**config.mk**
```make
export PLATFORM = sky130hd
export DESIGN_NAME = linear_layer_fifo_srl_fwft
export DESIGN_NICKNAME = d
export VERILOG_FILES = /design/src/rtl/linear_layer_fifo_srl_fwft.sv
export SDC_FILE = /design/constraint.sdc
export NUM_CORES = 1
export LEC_CHECK = 0
export CORE_ASPECT_RATIO = 1.5
export CORE_MARGIN = 5
export CORE_UTILIZATION = 58
export CTS_CLUSTER_SIZE = 25
export DETAILED_ROUTE_END_ITERATION = 6
export GPL_ROUTABILITY_DRIVEN = 0
export PLACE_DENSITY = 0.82
export REMOVE_ABC_BUFFERS = 1
export SLEW_MARGIN = 0
export SYNTH_ARGS = -nofsm -noshare
export SYNTH_HDL_FRONTEND = slang
export SYNTH_SLANG_ARGS = --single-unit
```
**constraint.sdc**
```tcl
create_clock -name clk -period 67 [get_ports clk]
set_input_delay 6.7 -clock clk [delete_from_list [all_inputs] [get_ports clk]]
set_output_delay 6.7 -clock clk [all_outputs]
set_load 0.05 [all_outputs]
```
**src/rtl/linear_layer_fifo_srl_fwft.sv**
```systemverilog
// Shift-register FIFO with a registered first-word-fall-through output stage.
// Storage is DEPTH SRL entries plus the output register, so capacity is DEPTH+1.
// Consumers see only registered data/valid; the SRL read mux never reaches if_dout
// combinationally.
// Optional feature: define LINEAR_LAYER_FIFO_OCCUPANCY_EN to add the if_num_data
// occupancy output (cnt + out_valid).
// Constraints: ADDR_WIDTH >= 1, 1 <= DEPTH <= 2**ADDR_WIDTH.
module linear_layer_fifo_srl_fwft #(
  parameter int unsigned DATA_WIDTH = 304,
  parameter int unsigned ADDR_WIDTH = 2,
  parameter int unsigned DEPTH      = 2
) (
  input  logic                  clk,
  input  logic                  reset_n,
  // Write side
  input  logic                  if_write_ce,
  input  logic                  if_write,
  input  logic [DATA_WIDTH-1:0] if_din,
  output logic                  if_full_n,
`ifdef LINEAR_LAYER_FIFO_OCCUPANCY_EN
  output logic [ADDR_WIDTH:0]   if_num_data,
`endif
  // Read side
  input  logic                  if_read_ce,
  input  logic                  if_read,
  output logic [DATA_WIDTH-1:0] if_dout,
  output logic                  if_empty_n
);

  localparam int unsigned   CntW     = ADDR_WIDTH + 1;
  localparam logic [CntW-1:0] DepthCnt = CntW'(DEPTH);

  // SRL storage: entry 0 is the newest, entry cnt-1 the oldest. Not reset.
  logic [DATA_WIDTH-1:0] srl_q [DEPTH];

  logic [CntW-1:0]       cnt_q, cnt_d;
  logic                  out_valid_q, out_valid_d;
  logic [DATA_WIDTH-1:0] out_data_q, out_data_d;

  logic                  push;
  logic                  pop;
  logic                  refill;
  logic                  cnt_zero;
  logic                  shift_en;
  logic [ADDR_WIDTH-1:0] raddr;
  logic [DATA_WIDTH-1:0] srl_head;

  // Full is taken from the registered count only, so a same-cycle pop never
  // opens a slot for a same-cycle write.
  assign if_full_n  = (cnt_q < DepthCnt);
  assign if_empty_n = out_valid_q;
  assign if_dout    = out_data_q;

`ifdef LINEAR_LAYER_FIFO_OCCUPANCY_EN
  assign if_num_data = cnt_q + CntW'(out_valid_q);
`endif

  assign push     = if_write & if_write_ce & if_full_n;
  assign pop      = if_read & if_read_ce & out_valid_q;
  // Output register loads this edge when it is empty or being consumed.
  assign refill   = ~out_valid_q | pop;
  assign cnt_zero = (cnt_q == '0);
  // A push into an empty SRL that refills the output register bypasses the SRL.
  assign shift_en = push & ~(refill & cnt_zero);
  assign raddr    = ADDR_WIDTH'(cnt_q - CntW'(1));

  // Read mux selecting the oldest SRL entry (value is unused when cnt is zero).
  always_comb begin
    srl_head = '0;
    for (int unsigned i = 0; i < DEPTH; i++) begin
      if (raddr == ADDR_WIDTH'(i)) begin
        srl_head = srl_q[i];
      end
    end
  end

  // Next-state for occupancy count and the FWFT output register.
  always_comb begin
    cnt_d       = cnt_q;
    out_valid_d = out_valid_q;
    out_data_d  = out_data_q;
    if (refill) begin
      if (!cnt_zero) begin
        out_data_d  = srl_head;
        out_valid_d = 1'b1;
        // With a simultaneous push the SRL shifts in and the count holds.
        if (!push) begin
          cnt_d = cnt_q - CntW'(1);
        end
      end else if (push) begin
        out_data_d  = if_din;
        out_valid_d = 1'b1;
      end else begin
        // Drained: drop valid, keep the last data value.
        out_valid_d = 1'b0;
      end
    end else if (push) begin
      cnt_d = cnt_q + CntW'(1);
    end
  end

  // Control and output registers with asynchronous reset.
  always_ff @(posedge clk or negedge reset_n) begin
    if (!reset_n) begin
      cnt_q       <= '0;
      out_valid_q <= 1'b0;
      out_data_q  <= '0;
    end else begin
      cnt_q       <= cnt_d;
      out_valid_q <= out_valid_d;
      out_data_q  <= out_data_d;
    end
  end

  // SRL shift: new data enters at entry 0, older entries move up.
  always_ff @(posedge clk) begin
    if (shift_en) begin
      srl_q[0] <= if_din;
      for (int unsigned i = 1; i < DEPTH; i++) begin
        srl_q[i] <= srl_q[i-1];
      end
    end
  end

endmodule

```
==> impl_summary.md <==
Outcome
The flow ran to the end, and the final reports show no timing, DRC or antenna violations.

Global routing
The total routing resource utilization after global routing is 29.0%. The first global-routing pass estimated ~160000 um of wire. The via count of the first global-routing pass is between 20000 and 30000. The number of antenna violations at the first check in global routing was 19. The largest net degree at the start of global routing is 187. The total overflow left after global routing is 0.

Clock tree
For the worst-skew pair, the clock arrives at the later sink with an insertion delay of between 600 and 700 ps. The TritonCTS clock tree is yes. The number of hold buffers added after cts is 0.

The post-CTS repair timing setup buffer count is 0. The post-cts resize count is 0. The clock root buffer master is clkbuf_16. After clock tree synthesis, the clock-pin slew on the worst setup and hold paths is around 60 ps.

The maximum level of the CTS H-tree is 3. The maximum number of buffers from clock root to sink is 3. The number of sinks on the clock net is between 900 and 1000.

The number of clock buffers inserted by TritonCTS is 81.

Synthesis
The sequential-to-total area share from yosys stat is between 70 and 80%. The area of the mapped netlist is approximately 37000 um2. The number of different library cells used by synthesis comes to 35. By instance count, the leading cell after synthesis is edfxtp_1. Of all flip-flops after synthesis, the portion carrying an async set or reset was between 30% and 40%.

The top cell type's share of synthesized area is around half. Ranked by total cell area, the synthesized netlist is headed by edfxtp_1 49%, dfrtp_1 21%, o221ai_2 11%, a22oi_1 6.1%, nand4_1 5.1%. Among all flip-flop cells after synthesis, the most frequent one is edfxtp_1. The Yosys step of the flow raised 0 warnings. The largest total area in the synthesized netlist belongs to edfxtp_1.

The count of state elements after synthesis is approximately 920. The number of flops mapped to enable cells by yosys is a little over 600. Ranked by instance count, the synthesized netlist is headed by 608 x edfxtp_1, 308 x dfrtp_1, 307 x inv_1, 304 x nand4_1, 303 x a22oi_1.

Counting every instance in the synthesized netlist gives approximately 2400. The average instance in the mapped netlist occupies 15.4 um2.

Cells and area
Once layout is complete, the cells apart from fillers number between 3000 and 4000. The net count of the finished layout is roughly 3200. From synthesis to final layout, the design area changed by 24.7%. The layout cell share with drive strength beyond 1 is ~15%. The summed area of non-filler cells in the final layout is about 46000 um2.

Power
Across the VDD grid, the largest voltage drop is 50.5 uV. In this run the power density over the cells is 49.8 nW/um2. The standby leakage power is 0.0157 uW.

STA
The final critical path takes up 17.3% of the cycle. The transition time at the pin with the least slew margin is 1250 ps. The routed design could run at a clock period as short as approximately 12000 ps.

The number of endpoints with negative hold slack in the final report was 0. The number of slew-limit violations in the final report is 0. The final setup TNS is 0 ps. The tightest hold margin is around 450 ps. The final number of setup-violating endpoints is 0. Setup slack closes at approximately 55000 ps.

Based on the critical path, the design can be clocked at up to just under 90 MHz. Setup repair after global routing left no endpoint under its margin. On the final layout, the worst clock skew is between 20 and 25 ps.

The max-slew headroom at the worst pin is between 10% and 20%.

Place
The HPWL reported at the end of detailed placement is approximately 63000 um. Once placement finished, the instance area stood at around 43000 um2. After detailed placement, the design holds a cell count of 3617.

Prior to clock tree synthesis, the placed netlist has a worst setup slack of about 55000 ps. The count of port buffers added during placement is a little over 600.

Critical path
The required time at the endpoint of the critical path is just under 70000 ps. In this run the worst path has a maximum fanout of 94. The data arrival at the endpoint of the critical path is approximately 12000 ps. The element type at the critical path start is an input pin. The worst setup path is captured at a flop. The setup path with the least slack is of type input pin to flop.

Routing
In the routed design, unresolved DRC markers number 0. The routed wire length is between 100000 and 150000 um. The number of antenna-violating nets in the routed design is 0.

The detailed router placed about 25000 vias in this run. After detailed routing, the number of vias per cell comes to roughly 6.7. The first-pass detailed-route iteration total is 6. Dividing the detail-routed wire length by the instance count gives 27.4 um. The first routing iteration left approximately 3300 violations.

Floorplan
From left edge to right edge, the die measures approximately 220 um. The total number of placement rows is 113. The number of primary I/O pins is around 620. The die covers between 60000 and 70000 um2. The height of the chip is 320 um. In this run the standard cell core region covers ~63000 um2. Once the floorplan was initialized, standard cells occupied between 50% and 60% of the core.

Job
The max-cap check violation count is 0.

Min path
The kind of path behind the tightest hold check is flop to flop.
through the flow:
step	total power [uW]	util, %
after floorplan	1530	-
final	2300	72.9
after global routing	2380	72.9
after detailed placement	1810	68.5
after CTS	2310	72.9
after global placement	1790	68.5
worst paths after layout:
check / start / cells past startpoint / to / slack, ps
max: if_read_ce / 7 / srl_q[0][208]$_DFFE_PP_ / 55430
min: srl_q[0][52]$_DFFE_PP_ / 0 / srl_q[0][356]$_DFFE_PP_ / 450
max reg2reg: cnt_q[1]$_DFFE_PN0P_ / 7 / srl_q[0][208]$_DFFE_PP_ / 61560
min reg2reg: srl_q[0][52]$_DFFE_PP_ / 0 / srl_q[0][356]$_DFFE_PP_ / 450
max in group asynchronous: reset_n / 2 / if_dout[145]$_DFFE_PN0P_ / 59320
min in group asynchronous: reset_n / 1 / if_dout[61]$_DFFE_PN0P_ / 6100
registers in the layout, indices dropped and copies added (netlist names):
| register | count |
|---|---|
| srl_q | 608 |
| if_dout | 304 |
| cnt_q | 3 |
| if_empty_n | 1 |
power by group:
| part | leakage (uW) | internal [uW] | switching [uW] |
|---|---|---|---|
| clock network | 0.00137 | 280 | 209 |
| logic | 0.00477 | 321 | 669 |
| registers | 0.00956 | 734 | 85.8 |
| total | 0.0157 | 1340 | 964 |
cell type report:
cell class,instances,area [um2]
Inverter,307,1150
Antenna cell,18,45.0
Fill cell,3770,17100
Sequential cell,916,26000
Tap cell,805,1010
Timing Repair Buffer,646,6460
Clock buffer,110,2280
Clock inverter,42,515
Multi-Input combinational cell,943,8780
critical path: stages:
cell and delay, ps:
clkdlybuf4s50_1 460, a21bo_4 520, a21oi_4 260, buf_4 880, buf_4 1050, buf_4 980
buf_4 800
cells by family after synthesis:
kind of cell,share of synthesized area (%)
DFF,70.1
buffers and inverters,6.41
and+or+nand+nor,5.41
AOI/OAI and AO/OA,17.9
adders and majority gates,0.169
cells in the final DEF, fill, tap and decap left out, types with 2 or more instances in the layout:
cell | synthesis | routed
nand3_1 | 2 | 2
clkbuf_8 | 0 | 8
a22oi_1 | 303 | 303
nor2b_4 | 0 | 2
clkbuf_1 | 141 | 18
inv_16 | 0 | 2
o221ai_2 | 260 | 260
clkdlybuf4s50_1 | 0 | 614
clkinv_1 | 0 | 3
dfrtp_1 | 308 | 308
clkbuf_16 | 0 | 84
buf_4 | 2 | 26
inv_1 | 307 | 307
a21oi_1 | 3 | 2
diode_2 | 0 | 18
nand4_1 | 304 | 304
clkinvlp_4 | 0 | 4
buf_12 | 0 | 5
clkinv_2 | 0 | 20
o221ai_1 | 45 | 45
ha_1 | 5 | 4
bufinv_16 | 0 | 10
edfxtp_1 | 608 | 608
layer usage:
metal | vias up | GRT usage, % | part of all wire, %
met2 | 1514 | 47.6 | 50
li1 | 10636 | - | -
met4 | 8 | 13.5 | 4.5
met1 | 12839 | 37.6 | 36
met3 | 214 | 6.01 | 8.8
met5 | - | 0 | 0.055
Note: power is estimated with default switching activity, not from simulation.
